==> config.mk <==
export PLATFORM = sky130hd
export DESIGN_NAME = divider
export DESIGN_NICKNAME = d
export VERILOG_FILES = /design/src/rtl/divider.sv
export SDC_FILE = /design/constraint.sdc
export NUM_CORES = 1
export LEC_CHECK = 0
export ABC_AREA = 1
export CAP_MARGIN = 15
export CORE_MARGIN = 3
export CORE_UTILIZATION = 56
export CTS_BUF_LIST = sky130_fd_sc_hd__clkbuf_8
export CTS_CLUSTER_DIAMETER = 60
export DETAILED_ROUTE_END_ITERATION = 16
export PLACE_DENSITY = 0.81
export SYNTH_ARGS = -nofsm -noshare
export SYNTH_HDL_FRONTEND = slang
export SYNTH_SLANG_ARGS = --single-unit
==> constraint.sdc <==
create_clock -name clk -period 5.8 [get_ports clk]
set_input_delay 0.58 -clock clk [delete_from_list [all_inputs] [get_ports clk]]
set_output_delay 0.58 -clock clk [all_outputs]
set_load 0.03 [all_outputs]
==> src/rtl/divider.sv <==
// Iterative radix-2 restoring divider for RV32M DIV/DIVU/REM/REMU.
// One quotient bit per clock, with special-case results for divide-by-zero and signed overflow.
module divider #(
    parameter int WIDTH = 32
) (
    input  logic             clk,
    input  logic             reset,
    input  logic [WIDTH-1:0] dividend_op,
    input  logic [WIDTH-1:0] divisor_op,
    input  logic [1:0]       DIVop,
    input  logic             valid,
    output logic [WIDTH-1:0] result,
    output logic             ready
);

    localparam int CW = $clog2(WIDTH);
    localparam logic [WIDTH-1:0] MIN_NEG = {1'b1, {(WIDTH-1){1'b0}}};

    typedef enum logic [4:0] {
        IDLE = 5'b00001,
        PREP = 5'b00010,
        CALC = 5'b00100,
        FIX  = 5'b01000,
        DONE = 5'b10000
    } state_t;

    state_t           state;
    logic [WIDTH-1:0] a_reg;
    logic [WIDTH-1:0] b_reg;
    logic [WIDTH-1:0] abs_b;
    logic [WIDTH-1:0] quo;
    logic [WIDTH:0]   rem;
    logic [1:0]       op_reg;
    logic [CW-1:0]    cnt;
    logic             q_neg;
    logic             r_neg;
    logic             special;

    logic             is_signed;
    logic [WIDTH-1:0] abs_a_c;
    logic [WIDTH-1:0] abs_b_c;
    logic             special_c;
    logic [WIDTH+1:0] trial;

    assign is_signed = ~op_reg[0];
    assign abs_a_c   = (is_signed && a_reg[WIDTH-1]) ? -a_reg : a_reg;
    assign abs_b_c   = (is_signed && b_reg[WIDTH-1]) ? -b_reg : b_reg;
    assign special_c = (b_reg == '0) || (is_signed && a_reg == MIN_NEG && b_reg == '1);

    // Trial subtraction is one bit wider than the remainder so its sign bit tells
    // whether the shifted remainder was at least the divisor.
    assign trial = {rem, quo[WIDTH-1]} - {2'b00, abs_b};

    always_ff @(posedge clk or posedge reset) begin
        if (reset) begin
            state   <= IDLE;
            ready   <= 1'b0;
            result  <= '0;
            a_reg   <= '0;
            b_reg   <= '0;
            abs_b   <= '0;
            quo     <= '0;
            rem     <= '0;
            op_reg  <= '0;
            cnt     <= '0;
            q_neg   <= 1'b0;
            r_neg   <= 1'b0;
            special <= 1'b0;
        end else begin
            case (state)
                IDLE: begin
                    ready <= 1'b0;
                    if (valid) begin
                        a_reg  <= dividend_op;
                        b_reg  <= divisor_op;
                        op_reg <= DIVop;
                        state  <= PREP;
                    end
                end
                PREP: begin
                    quo     <= abs_a_c;
                    abs_b   <= abs_b_c;
                    rem     <= '0;
                    cnt     <= CW'(WIDTH - 1);
                    q_neg   <= is_signed & (a_reg[WIDTH-1] ^ b_reg[WIDTH-1]);
                    r_neg   <= is_signed & a_reg[WIDTH-1];
                    special <= special_c;
                    state   <= special_c ? FIX : CALC;
                end
                CALC: begin
                    if (!trial[WIDTH+1]) begin
                        rem <= trial[WIDTH:0];
                        quo <= {quo[WIDTH-2:0], 1'b1};
                    end else begin
                        rem <= {rem[WIDTH-1:0], quo[WIDTH-1]};
                        quo <= {quo[WIDTH-2:0], 1'b0};
                    end
                    cnt <= cnt - 1'b1;
                    if (cnt == '0) begin
                        state <= FIX;
                    end
                end
                FIX: begin
                    // Divide-by-zero and overflow results follow the RISC-V definitions.
                    if (special) begin
                        if (b_reg == '0) begin
                            result <= op_reg[1] ? a_reg : '1;
                        end else begin
                            result <= op_reg[1] ? '0 : MIN_NEG;
                        end
                    end else if (op_reg[1]) begin
                        result <= r_neg ? -rem[WIDTH-1:0] : rem[WIDTH-1:0];
                    end else begin
                        result <= q_neg ? -quo : quo;
                    end
                    state <= DONE;
                end
                DONE: begin
                    if (valid) begin
                        ready <= 1'b1;
                    end else begin
                        ready <= 1'b0;
                        state <= IDLE;
                    end
                end
                default: begin
                    ready <= 1'b0;
                    state <= IDLE;
                end
            endcase
        end
    end

endmodule
==> qor.txt <==
outcome: finished clean
H-tree levels: 2
Worst Path Buf+Inv: 2
Period minus WS final: 2940 ps
synthesized instance count: 2444
fin cells: 2902
kind of cell adding the most delay to the critical path: simple AND/OR/NAND/NOR gates
IO buf count: 101
hold_buf cts: 0
Syn-to-layout area delta: 12.5%
Fillers: 2523
P per Cell Area: 584 nW/um^2
Worst Skew: 35.1 ps
via count: 16700
die area: 29900 um^2
Seq pwr share: 0.258
FP Rows: 60
initial antenna violation count: 0
Starting Density: 0.575
RSZ-0062 raised after global routing: no
number of synthesized flops with an enable pin: 0
Critical Path AT: 3420 ps
Register Area: 5230 um^2
fin crit share: 0.506
post_cts resized: 0
Synth area leaders: dfrtp_1 (33%), nand2_1 (18%), nand3_1 (11%)
Peak VDD IR: 0.568 mV
grt total ovfl: 0
WL final: 51.3 mm
area occupied by multi-input gates: 8710 um^2
Placed Cells incl. Taps: 2838
setup TNS: 0 ps
Slew @ Worst Pin: 974 ps
largest reg by FF count: rem
Die Y: 173 um
clock root buffer: clkbuf_8
Max Slew Vio Count: 0
ys async rst share: 1.00
Mapped Avg Cell Area: 6.39 um^2
Iter 0 DRT Violations: 1934
synthesis-stage register bit count: 209
Vias/cell: 5.75
switching share of total power: 0.538
critical path cell sequence: inv_1 > ha_1 > nand2_1 > inv_2 > nand2_1 > and2_1 > o21ai_0 > nor2_1 > nand3_2 > nand3_1 > nand3_1 > nand2_1
Data required, critical path: 6280 ps
placed wire-length estimate: 39.0 mm
GR Util All Layers: 0.336
synth warn: 0
Num CTS Buffers: 37
largest net degree at the start of global routing: 154
slowest CP cell: nand3_2
Post-synth top flop: dfrtp_1
Clk pwr share: 0.136
cell mode on critical path: nand2_1
Synth top area share: 0.333
Net Sw Power: 5510 uW
Rel. slew slack: 0.350
CP max stage delay: 610 ps
Clock transition at path regs: 60 ps
post-route ant nets: 0
f_max: 341 MHz
max reg flops: 33
placer congestion estimate: 0.997
Synth area leader: dfrtp_1
post-synth net total: 2553
final setup margin: 2860 ps
Hold WC Path Type: register to register
crit-path max FO: 34
Comb pwr share: 0.606
diode count: 0
CTS tree: yes
latest clock arrival within the worst-skew pair: 580 ps
Yosys cell types: 44
post-CTS setup buffers: 0
post-synthesis sequential area ratio: 0.335
Ports: 102
fin nets: 2614
final setup violation count: 0
type of origin of the critical path: register
crit end category: register
critical setup path kind: register to register
1st-pass router iterations: 6
Leak Pwr: 0.00900 uW
Clock Tree Buf Depth: 3
residual DRC count: 0
CTS sink count: 209
Die X: 173 um
Synth Cell Area: 15600 um^2
vias in the first global route: 15400
Core Area: 27200 um^2
layout cell share with drive strength beyond 1: 0.0391
DP Worst Slack: 2850 ps
Int Power: 4740 uW
maxcap violations: 0
endpoints failing hold: 0
first-pass GRT wire length: 81.8 mm
drt wl/cell: 17.7 um
-- metrics by stage --
stage / total power, uW / cell area, um^2 / hold WS [ps] / utilization
3_3_place_gp: 8550 / 16800 / 462 / 0.619
6_report: 10300 / 17600 / 476 / 0.646
5_1_grt: 11100 / 17600 / 500 / 0.646
3_5_place_dp: 8680 / 16800 / 466 / 0.619
2_1_floorplan: 6950 / 15600 / 449 / -
4_1_cts: 10100 / 17600 / 480 / 0.646
-- path summary, 6_finish.rpt --
path | from | endpoint | slack, ps | cells after the start
max in group asynchronous | reset | rem[32] | 4560 | 3
min in group asynchronous | reset | a_reg[31] | 590 | 3
worst min register to register | result[18] | result[18] | 480 | 2
worst min-delay path | result[18] | result[18] | 480 | 2
worst max-delay path | abs_b[28] | rem[26] | 2860 | 12
worst max register to register | abs_b[28] | rem[26] | 2860 | 12
-- power by group through the flow --
stage | Combinational, uW | Sequential, uW | Clock [uW]
6_report | 6210 | 2650 | 1390
4_1_cts | 6090 | 2620 | 1400
5_1_grt | 6900 | 2710 | 1460
3_5_place_dp | 6040 | 2640 | 0
2_1_floorplan | 4310 | 2640 | 0
3_3_place_gp | 5920 | 2630 | 0
-- worst register-to-register path, cell delays in order, from the launching register on --
cell	delay, ps
dfrtp_1	360
inv_1	180
ha_1	350
nand2_1	210
inv_2	40
nand2_1	50
and2_1	140
o21ai_0	90
nor2_1	290
nand3_2	610
nand3_1	340
nand3_1	110
nand2_1	90
-- cells in the mapped netlist (4+ instances only) --
cell / instances
o221ai_1: 16
xor2_1: 31
nor2_2: 5
nand3_1: 336
buf_2: 17
buf_4: 7
ha_1: 39
inv_1: 330
o21bai_1: 6
dfrtp_1: 208
o21ai_1: 54
a21oi_1: 66
nand2_1: 756
o211ai_1: 27
nand2_2: 5
nand3_2: 4
nor2_1: 186
a31oi_1: 6
nand3b_1: 9
clkbuf_1: 58
and2_1: 10
inv_2: 4
nor3_1: 29
nand4_1: 41
o22ai_1: 17
xnor2_1: 14
o21ai_0: 124
nor4_1: 9
buf_1: 10
-- layer usage --
layer	wire length, um	global-route usage
met5	0	0
met4	1300	0.0909
met3	5970	0.0834
met2	21300	0.490
met1	22700	0.498
-- layout make-up --
| cell class | instances | area share |
|---|---|---|
| Tap cell | 372 | 0.0265 |
| Clock buffer | 46 | 0.0361 |
| Timing Repair Buffer | 118 | 0.0656 |
| Sequential cell | 209 | 0.298 |
| Clock inverter | 18 | 0.00627 |
| Multi-Input combinational cell | 1805 | 0.496 |
| Inverter | 334 | 0.0716 |
-- cell usage in the layout, fill, tap and decap left out, types with 5 or more instances in the layout --
| cell | n |
|---|---|
| o221ai_1 | 16 |
| a21oi_1 | 66 |
| buf_4 | 16 |
| o21bai_1 | 6 |
| clkbuf_8 | 46 |
| nor4_1 | 9 |
| xnor2_1 | 14 |
| nand3_1 | 336 |
| o21ai_0 | 124 |
| xor2_1 | 31 |
| nand3b_1 | 9 |
| a31oi_1 | 6 |
| nor2_1 | 185 |
| nand2_2 | 5 |
| o22ai_1 | 17 |
| nand2_1 | 756 |
| dfrtp_1 | 208 |
| and2_1 | 10 |
| clkdlybuf4s50_1 | 101 |
| inv_1 | 340 |
| o211ai_1 | 27 |
| nor3_1 | 29 |
| ha_1 | 39 |
| nand4_1 | 41 |
| o21ai_1 | 54 |
-- cells by family after synthesis --
kind of cell,synth area share
AOI/OAI and AO/OA,0.116
DFF,0.335
xor gates and xnor gates,0.0252
adders and majority gates,0.0325
buffers and inverters,0.108
and+or+nand+nor,0.383
(Power assumes the default switching activity.)
